$ cat src/rtl/pipelined_decode_controller_if.sv
// Handshake bundle between the ID stage front end and the decode controller.
// The controller side is the slave and the front end/EX side is the master.
interface pipelined_decode_controller_if;
    logic       INSTR_VALID;
    logic [6:0] OPCODE;
    logic [2:0] FUNC3;
    logic [6:0] FUNC7;
    logic       STALL_IN;
    logic       FLUSH;
    logic       EX_VALID;
    logic [4:0] ALU_OP;
    logic [2:0] IMM_SEL;
    logic [1:0] BJ_CTRL;
    logic [1:0] WB_VALUE_SEL;
    logic       REG_WRITE_EN;
    logic       MEM_READ_EN;
    logic       MEM_WRITE_EN;
    logic       COMP_SEL;
    logic       OP2_SEL;
    logic       OP1_SEL;
    logic       MD_BUSY;
    logic       MD_DONE;
    logic       STALL_OUT;
    logic       ILLEGAL_INSTR;

    modport slave (
        input  INSTR_VALID, OPCODE, FUNC3, FUNC7, STALL_IN, FLUSH,
        output EX_VALID, ALU_OP, IMM_SEL, BJ_CTRL, WB_VALUE_SEL, REG_WRITE_EN, MEM_READ_EN,
               MEM_WRITE_EN, COMP_SEL, OP2_SEL, OP1_SEL, MD_BUSY, MD_DONE, STALL_OUT,
               ILLEGAL_INSTR
    );

    modport master (
        output INSTR_VALID, OPCODE, FUNC3, FUNC7, STALL_IN, FLUSH,
        input  EX_VALID, ALU_OP, IMM_SEL, BJ_CTRL, WB_VALUE_SEL, REG_WRITE_EN, MEM_READ_EN,
               MEM_WRITE_EN, COMP_SEL, OP2_SEL, OP1_SEL, MD_BUSY, MD_DONE, STALL_OUT,
               ILLEGAL_INSTR
    );
endinterface

$ cat src/rtl/pipelined_decode_controller.sv
// RV32IM decode controller: ID-stage decode feeding a registered ID/EX control word,
// with a busy FSM that holds EX and back-pressures IF/ID during multi-cycle M-ops.
module pipelined_decode_controller #(
    parameter int unsigned MUL_LATENCY = 2,
    parameter int unsigned DIV_LATENCY = 32,
    parameter bit          ENABLE_M    = 1'b1,
    parameter int unsigned CNT_W       = $clog2(DIV_LATENCY + 1)
) (
    input logic                           CLK,
    input logic                           RESET_N,
    pipelined_decode_controller_if.slave  bus
);

    typedef struct packed {
        logic       valid;
        logic [4:0] alu_op;
        logic [2:0] imm_sel;
        logic [1:0] bj;
        logic [1:0] wb;
        logic       rw;
        logic       mr;
        logic       mw;
        logic       comp;
        logic       op2;
        logic       op1;
        logic       mop;
    } ctrl_t;

    typedef enum logic [0:0] {StIdle, StBusy} state_e;

    ctrl_t             r_ex_q, w_ex_d, w_dec;
    logic              r_ill_q, w_ill_d;
    state_e            r_state_q, w_state_d;
    logic [CNT_W-1:0]  r_cnt_q, w_cnt_d, w_lat_m1;
    logic              w_legal, w_multi, w_busy, w_hold_md, w_stall_out, w_issue;

    always_comb begin
        w_dec   = '0;
        w_legal = 1'b1;
        unique case (bus.OPCODE)
            7'b0110111: begin w_dec.alu_op = 5'b11111; w_dec.imm_sel = 3'd3;
                              w_dec.op2 = 1'b1; w_dec.rw = 1'b1; end
            7'b0010111: begin w_dec.imm_sel = 3'd3; w_dec.op1 = 1'b1; w_dec.op2 = 1'b1;
                              w_dec.rw = 1'b1; end
            7'b1101111: begin w_dec.imm_sel = 3'd1; w_dec.bj = 2'b01; w_dec.op1 = 1'b1;
                              w_dec.op2 = 1'b1; w_dec.wb = 2'd2; w_dec.rw = 1'b1; end
            7'b1100111: begin w_dec.imm_sel = 3'd4; w_dec.bj = 2'b01; w_dec.op2 = 1'b1;
                              w_dec.wb = 2'd2; w_dec.rw = 1'b1; end
            7'b1100011: begin w_dec.bj = 2'b10; w_dec.comp = 1'b1; end
            7'b0000011: begin w_dec.imm_sel = 3'd4; w_dec.op2 = 1'b1; w_dec.mr = 1'b1;
                              w_dec.wb = 2'd1; w_dec.rw = 1'b1; end
            7'b0100011: begin w_dec.imm_sel = 3'd2; w_dec.op2 = 1'b1; w_dec.mw = 1'b1; end
            7'b0010011: begin
                w_dec.alu_op  = {1'b0, (bus.FUNC3 == 3'b101) ? bus.FUNC7[5] : 1'b0, bus.FUNC3};
                w_dec.imm_sel = 3'd4;
                w_dec.op2     = 1'b1;
                w_dec.rw      = 1'b1;
            end
            7'b0110011: begin
                w_dec.alu_op = {bus.FUNC7[0], bus.FUNC7[5], bus.FUNC3};
                w_dec.rw     = 1'b1;
                case (bus.FUNC7)
                    7'b0000000: ;
                    7'b0100000: w_legal = (bus.FUNC3 == 3'b000) || (bus.FUNC3 == 3'b101);
                    7'b0000001: begin w_legal = ENABLE_M; w_dec.mop = ENABLE_M; end
                    default:    w_legal = 1'b0;
                endcase
            end
            default: w_legal = 1'b0;
        endcase
        w_dec.valid = 1'b1;
    end

    // FUNC3[2] separates the divide group from the multiply group.
    assign w_lat_m1 = bus.FUNC3[2] ? CNT_W'(DIV_LATENCY - 1) : CNT_W'(MUL_LATENCY - 1);
    assign w_multi  = w_dec.mop & (bus.FUNC3[2] ? (DIV_LATENCY > 1) : (MUL_LATENCY > 1));

    assign w_busy      = (r_state_q == StBusy);
    assign w_hold_md   = w_busy & (r_cnt_q != '0);
    assign w_stall_out = w_hold_md;
    assign w_issue     = bus.INSTR_VALID & ~bus.STALL_IN & ~bus.FLUSH & ~w_stall_out;

    always_comb begin
        w_ex_d    = r_ex_q;
        w_ill_d   = 1'b0;
        w_state_d = r_state_q;
        w_cnt_d   = r_cnt_q;
        if (bus.FLUSH) begin
            w_ex_d    = '0;
            w_state_d = StIdle;
            w_cnt_d   = '0;
        end else if (bus.STALL_IN || w_hold_md) begin
            // ID/EX frozen; the latency counter keeps running underneath a stall.
            if (w_hold_md) w_cnt_d = r_cnt_q - 1'b1;
        end else if (w_issue) begin
            w_state_d = StIdle;
            w_cnt_d   = '0;
            if (w_legal) begin
                w_ex_d = w_dec;
                if (w_multi) begin
                    w_state_d = StBusy;
                    w_cnt_d   = w_lat_m1;
                end
            end else begin
                w_ex_d  = '0;
                w_ill_d = 1'b1;
            end
        end else begin
            w_ex_d    = '0;
            w_state_d = StIdle;
            w_cnt_d   = '0;
        end
    end

    always_ff @(posedge CLK or negedge RESET_N) begin
        if (!RESET_N) begin
            r_ex_q    <= '0;
            r_ill_q   <= 1'b0;
            r_state_q <= StIdle;
            r_cnt_q   <= '0;
        end else begin
            r_ex_q    <= w_ex_d;
            r_ill_q   <= w_ill_d;
            r_state_q <= w_state_d;
            r_cnt_q   <= w_cnt_d;
        end
    end

    assign bus.EX_VALID      = r_ex_q.valid;
    assign bus.ALU_OP        = r_ex_q.alu_op;
    assign bus.IMM_SEL       = r_ex_q.imm_sel;
    assign bus.BJ_CTRL       = r_ex_q.bj;
    assign bus.WB_VALUE_SEL  = r_ex_q.wb;
    assign bus.REG_WRITE_EN  = r_ex_q.rw;
    assign bus.MEM_READ_EN   = r_ex_q.mr;
    assign bus.MEM_WRITE_EN  = r_ex_q.mw;
    assign bus.COMP_SEL      = r_ex_q.comp;
    assign bus.OP2_SEL       = r_ex_q.op2;
    assign bus.OP1_SEL       = r_ex_q.op1;
    assign bus.MD_BUSY       = w_busy;
    assign bus.STALL_OUT     = w_stall_out;
    // An M-op resident while idle is a single-cycle op, so it is done immediately.
    assign bus.MD_DONE       = r_ex_q.valid & r_ex_q.mop & (~w_busy | (r_cnt_q == '0));
    assign bus.ILLEGAL_INSTR = r_ill_q;

endmodule

$ cat src/flat_wrapper.sv
// flat-port wrapper written by rule: the top's interface ports become plain ports
module pipelined_decode_controller_flat 
#(
    parameter int unsigned MUL_LATENCY = 2,
    parameter int unsigned DIV_LATENCY = 32,
    parameter bit          ENABLE_M    = 1'b1,
    parameter int unsigned CNT_W       = $clog2(DIV_LATENCY + 1)
)
  (CLK, RESET_N, bus_INSTR_VALID, bus_OPCODE, bus_FUNC3, bus_FUNC7, bus_STALL_IN, bus_FLUSH, bus_EX_VALID, bus_ALU_OP, bus_IMM_SEL, bus_BJ_CTRL, bus_WB_VALUE_SEL, bus_REG_WRITE_EN, bus_MEM_READ_EN, bus_MEM_WRITE_EN, bus_COMP_SEL, bus_OP2_SEL, bus_OP1_SEL, bus_MD_BUSY, bus_MD_DONE, bus_STALL_OUT, bus_ILLEGAL_INSTR);
  pipelined_decode_controller_if bus_i ();
  input logic CLK;
  input logic RESET_N;
  input wire logic [$bits(bus_i.INSTR_VALID)-1:0] bus_INSTR_VALID;
  input wire logic [$bits(bus_i.OPCODE)-1:0] bus_OPCODE;
  input wire logic [$bits(bus_i.FUNC3)-1:0] bus_FUNC3;
  input wire logic [$bits(bus_i.FUNC7)-1:0] bus_FUNC7;
  input wire logic [$bits(bus_i.STALL_IN)-1:0] bus_STALL_IN;
  input wire logic [$bits(bus_i.FLUSH)-1:0] bus_FLUSH;
  output wire logic [$bits(bus_i.EX_VALID)-1:0] bus_EX_VALID;
  output wire logic [$bits(bus_i.ALU_OP)-1:0] bus_ALU_OP;
  output wire logic [$bits(bus_i.IMM_SEL)-1:0] bus_IMM_SEL;
  output wire logic [$bits(bus_i.BJ_CTRL)-1:0] bus_BJ_CTRL;
  output wire logic [$bits(bus_i.WB_VALUE_SEL)-1:0] bus_WB_VALUE_SEL;
  output wire logic [$bits(bus_i.REG_WRITE_EN)-1:0] bus_REG_WRITE_EN;
  output wire logic [$bits(bus_i.MEM_READ_EN)-1:0] bus_MEM_READ_EN;
  output wire logic [$bits(bus_i.MEM_WRITE_EN)-1:0] bus_MEM_WRITE_EN;
  output wire logic [$bits(bus_i.COMP_SEL)-1:0] bus_COMP_SEL;
  output wire logic [$bits(bus_i.OP2_SEL)-1:0] bus_OP2_SEL;
  output wire logic [$bits(bus_i.OP1_SEL)-1:0] bus_OP1_SEL;
  output wire logic [$bits(bus_i.MD_BUSY)-1:0] bus_MD_BUSY;
  output wire logic [$bits(bus_i.MD_DONE)-1:0] bus_MD_DONE;
  output wire logic [$bits(bus_i.STALL_OUT)-1:0] bus_STALL_OUT;
  output wire logic [$bits(bus_i.ILLEGAL_INSTR)-1:0] bus_ILLEGAL_INSTR;
  assign bus_i.INSTR_VALID = bus_INSTR_VALID;
  assign bus_i.OPCODE = bus_OPCODE;
  assign bus_i.FUNC3 = bus_FUNC3;
  assign bus_i.FUNC7 = bus_FUNC7;
  assign bus_i.STALL_IN = bus_STALL_IN;
  assign bus_i.FLUSH = bus_FLUSH;
  assign bus_EX_VALID = bus_i.EX_VALID;
  assign bus_ALU_OP = bus_i.ALU_OP;
  assign bus_IMM_SEL = bus_i.IMM_SEL;
  assign bus_BJ_CTRL = bus_i.BJ_CTRL;
  assign bus_WB_VALUE_SEL = bus_i.WB_VALUE_SEL;
  assign bus_REG_WRITE_EN = bus_i.REG_WRITE_EN;
  assign bus_MEM_READ_EN = bus_i.MEM_READ_EN;
  assign bus_MEM_WRITE_EN = bus_i.MEM_WRITE_EN;
  assign bus_COMP_SEL = bus_i.COMP_SEL;
  assign bus_OP2_SEL = bus_i.OP2_SEL;
  assign bus_OP1_SEL = bus_i.OP1_SEL;
  assign bus_MD_BUSY = bus_i.MD_BUSY;
  assign bus_MD_DONE = bus_i.MD_DONE;
  assign bus_STALL_OUT = bus_i.STALL_OUT;
  assign bus_ILLEGAL_INSTR = bus_i.ILLEGAL_INSTR;
  pipelined_decode_controller #(.MUL_LATENCY(MUL_LATENCY), .DIV_LATENCY(DIV_LATENCY), .ENABLE_M(ENABLE_M), .CNT_W(CNT_W)) u_core (.CLK(CLK), .RESET_N(RESET_N), .bus(bus_i));
endmodule
$ cat config.mk
export PLATFORM = sky130hd
export DESIGN_NAME = pipelined_decode_controller_flat
export DESIGN_NICKNAME = d
export VERILOG_FILES = /design/src/rtl/pipelined_decode_controller_if.sv /design/src/rtl/pipelined_decode_controller.sv /design/src/flat_wrapper.sv
export SDC_FILE = /design/constraint.sdc
export NUM_CORES = 1
export LEC_CHECK = 0
export BUFFER_PORTS_ARGS = -buffer_cell sky130_fd_sc_hd__buf_2
export CAP_MARGIN = 20
export CORE_AREA = 2 2 73 54
export CTS_CLUSTER_SIZE = 12
export DETAILED_ROUTE_END_ITERATION = 16
export DIE_AREA = 0 0 75 56
export HOLD_SLACK_MARGIN = 0.12
export PLACE_DENSITY = 0.71
export SETUP_SLACK_MARGIN = 0.05
export SLEW_MARGIN = 20
export SYNTH_ARGS = -nofsm -noshare
export SYNTH_HDL_FRONTEND = slang
export SYNTH_SLANG_ARGS = --single-unit
$ cat constraint.sdc
create_clock -name CLK -period 2.31 [get_ports CLK]
set_clock_uncertainty 0.1 [all_clocks]
set_input_delay 0.1155 -clock CLK [delete_from_list [all_inputs] [get_ports CLK]]
set_output_delay 0.1155 -clock CLK [all_outputs]
set_load 0.005 [all_outputs]
==> flow_summary.json <==
{
  "status": "finished, final reports clean",
  "area_delta_synth_final_pct": 23.0,
  "placed_cells": 242,
  "synth_top_family_by_area": "compound AO/OA/AOI/OAI gates",
  "cts_num_sinks": 26,
  "critPathBufInv": 1,
  "p_int_mw": 0.646,
  "chipWidth_um": 75,
  "hold_path.class": "input port to flop",
  "io_pins": 45,
  "final_core_util": 0.545,
  "fin_tns_setup_ns": 0,
  "wire_per_inst_um": 15.8,
  "fillCellCount": 324,
  "p_per_area_nw_per_um2": 454,
  "register_area_um2": 651,
  "fin_cells": 250,
  "p_comb_frac": 0.125,
  "rsz0062_at_grt": "true",
  "yosys_warnings": 0,
  "grt.overflow.total": 0,
  "period_minus_slack_ns": 2.23,
  "firstDrtPassIters": 4,
  "cp_top_family": "simple AND/OR/NAND/NOR gates",
  "hold_viol_final": 0,
  "cts_inserted_buffers": 3,
  "antenna_found_initial": 0,
  "timing.hold.ws_ns": 0.130,
  "synth.ff_latch_count": 26,
  "worst_path_max_delay_cell": "or4_4",
  "die_area_um2": 4200,
  "final_common_cell": "buf_2",
  "synthAdderAreaFrac": 0.0164,
  "p_leak_nw": 0.866,
  "p_total_mw": 0.853,
  "ys_types": 46,
  "clockRootBuffer": "clkbuf_8",
  "stdcell_area_um2": 1880,
  "synth_compound_area_frac": 0.247,
  "core_area_um2": 3450,
  "viasPerCell": 5.64,
  "post_cts_buffers": 0,
  "antenna_cells": 0,
  "slew_headroom": 0.612,
  "critPathMaxFanout": 17,
  "path_clk_slew_ns": 0.09,
  "cts_max_level": 1,
  "path_class": "flop to flop",
  "endpoint_kind": "flop",
  "power.switching_mw": 0.207,
  "grt_start_max_net_pins": 27,
  "r2r_cells": 5,
  "finalSetupViolCount": 0,
  "synthFlopType": "dfrtp_1",
  "crit_chain": "or3_4 > o21ai_4 > inv_4 > or4_4 > o31ai_1",
  "grt_pass1_vias": 1336,
  "synthMuxAreaShare": 0,
  "postSynthAreaPerCell_um2": 9.86,
  "final_cell_mix": "buf_2 (44), dfrtp_1 (26), nand2_1 (11)",
  "clock_latency_ns": 0.27,
  "clockBufferDepth": 2,
  "nets": 225,
  "grt_pass1_wl_um": 6580,
  "io_buffers": 44,
  "drive_above_1_share": 0.295,
  "track_usage": 0.202,
  "critPathLaunchType": "flop",
  "dp_slack_ns": 0.109,
  "sequentialPowerShare": 0.536,
  "drv_slew": 0,
  "crit_arrival_ns": 2.30,
  "route.vias.total": 1411,
  "finalWirelength_um": 3960,
  "ys_seq_area_frac": 0.426,
  "tightest_slew_ns": 0.581,
  "holdPathStages": 3,
  "initialDrtViolationCount": 46,
  "start_util": 0.443,
  "synth_nets": 179,
  "synth_simple_gate_area_frac": 0.237,
  "multi_input_area_um2": 800,
  "netlist_area_um2": 1530,
  "cts_tree": "yes",
  "place_congestion": 0.850,
  "min_period_over_period": 0.966,
  "vdd_ir_drop_max_uv": 227,
  "dp_hpwl_um": 2890,
  "fmax_mhz": 448,
  "crit_required_ns": 2.38,
  "drc_errors": 0,
  "netSwitchingFraction": 0.242,
  "synth_edf_count": 0,
  "antenna_left": 0,
  "async_reset_ff_frac": 1.00,
  "pwr-share-clk": 0.340,
  "synth_xor_area_frac": 0.0229,
  "fin_ws_ns": 0.0784,
  "placed_cell_area_um2": 1780,
  "netlist_instances": 155,
  "die_h_um": 56,
  "max-cap-violations": 0,
  "slowest_delay_ns": 0.58,
  "rows": 18,
  "cp.depth": 5
}
registers in the layout (all words and copies together) (netlist names):
| register | cells |
|---|---|
| u_core.r_cnt_q | 6 |
| u_core.bus.ALU_OP | 5 |
| u_core.bus.IMM_SEL | 3 |
| u_core.bus.BJ_CTRL | 2 |
| u_core.bus.COMP_SEL | 1 |
| u_core.bus.EX_VALID | 1 |
| u_core.bus.ILLEGAL_INSTR | 1 |
| u_core.bus.MD_BUSY | 1 |
| u_core.bus.MEM_READ_EN | 1 |
| u_core.bus.MEM_WRITE_EN | 1 |
| u_core.bus.OP1_SEL | 1 |
| u_core.bus.OP2_SEL | 1 |
| u_core.bus.REG_WRITE_EN | 1 |
| u_core.bus.WB_VALUE_SEL | 1 |
worst register-to-register path, delay by kind of cell, from the launching register on:
| family | cells | cell delay (ns) |
|---|---|---|
| buffers and inverters | 1 | 0.11 |
| AND/OR/NAND/NOR | 2 | 1.01 |
| flip-flops | 1 | 0.44 |
| AO/OA/AOI/OAI | 2 | 0.47 |
cell type report:
| cell class | count | share of cell area |
|---|---|---|
| multi-input cells | 112 | 0.425 |
| flip-flops and latches | 26 | 0.346 |
| repair buffers | 51 | 0.150 |
| well taps | 50 | 0.0333 |
| clock buffers | 4 | 0.0293 |
| inverters | 7 | 0.0153 |
synthesized netlist by cell type, types with 5 or more instances:
master	n	share of area
dfrtp_1	26	0.43
nand2_1	11	0.027
clkbuf_1	8	0.020
o31ai_1	8	0.039
a32o_1	7	0.046
nor3_1	7	0.023
o211ai_1	7	0.034
o21ai_0	7	0.023
a22o_1	6	0.034
inv_1	6	0.015
nor2_1	6	0.015
nand3_1	5	0.016
path summary, 6_finish.rpt:
path / from / endpoint / slack (ns)
hold reg to reg: u_core.bus.IMM_SEL[0] / u_core.bus.IMM_SEL[0] / 0.40
max in group asynchronous: RESET_N / u_core.bus.BJ_CTRL[0] / 1.45
setup reg to reg: u_core.r_cnt_q[2] / u_core.bus.ALU_OP[4] / 0.08
hold / removal: bus_OPCODE[4] / u_core.bus.ALU_OP[2] / 0.13
setup / recovery: u_core.r_cnt_q[2] / u_core.bus.ALU_OP[4] / 0.08
min in group asynchronous: RESET_N / u_core.bus.REG_WRITE_EN / 0.28
timing repair:
action,4_1_cts,5_1_grt
setup endpoints to repair,0,3
resized for setup,0,0
hold buffers,4,0
endpoints found under the hold margin,32,0
layer usage:
layer,track usage,share of wire,up-vias
met5,0,0,-
met2,0.293,0.48,46
met1,0.303,0.47,677
met4,0.0689,0.010,0
met3,0.0308,0.045,7
li1,-,-,681
power by group through the flow:
stage	registers, mW	clock network (mW)	logic [mW]
after floorplan	0.466	0	0.0512
after global placement	0.466	0	0.0958
after detailed placement	0.466	0	0.0994
after CTS	0.457	0.298	0.105
after global routing	0.457	0.312	0.118
final	0.457	0.290	0.106
logic make-up (layout without fill, tap and decap cells):
logic type,Yosys count,after routing
AO/OA/AOI/OAI,49,49
adder cells (fa/ha/maj),2,2
XOR/XNOR,4,4
AND/OR/NAND/NOR,57,57
flip-flops,26,26
buffers and inverters,17,62
(Power assumes the default switching activity.)
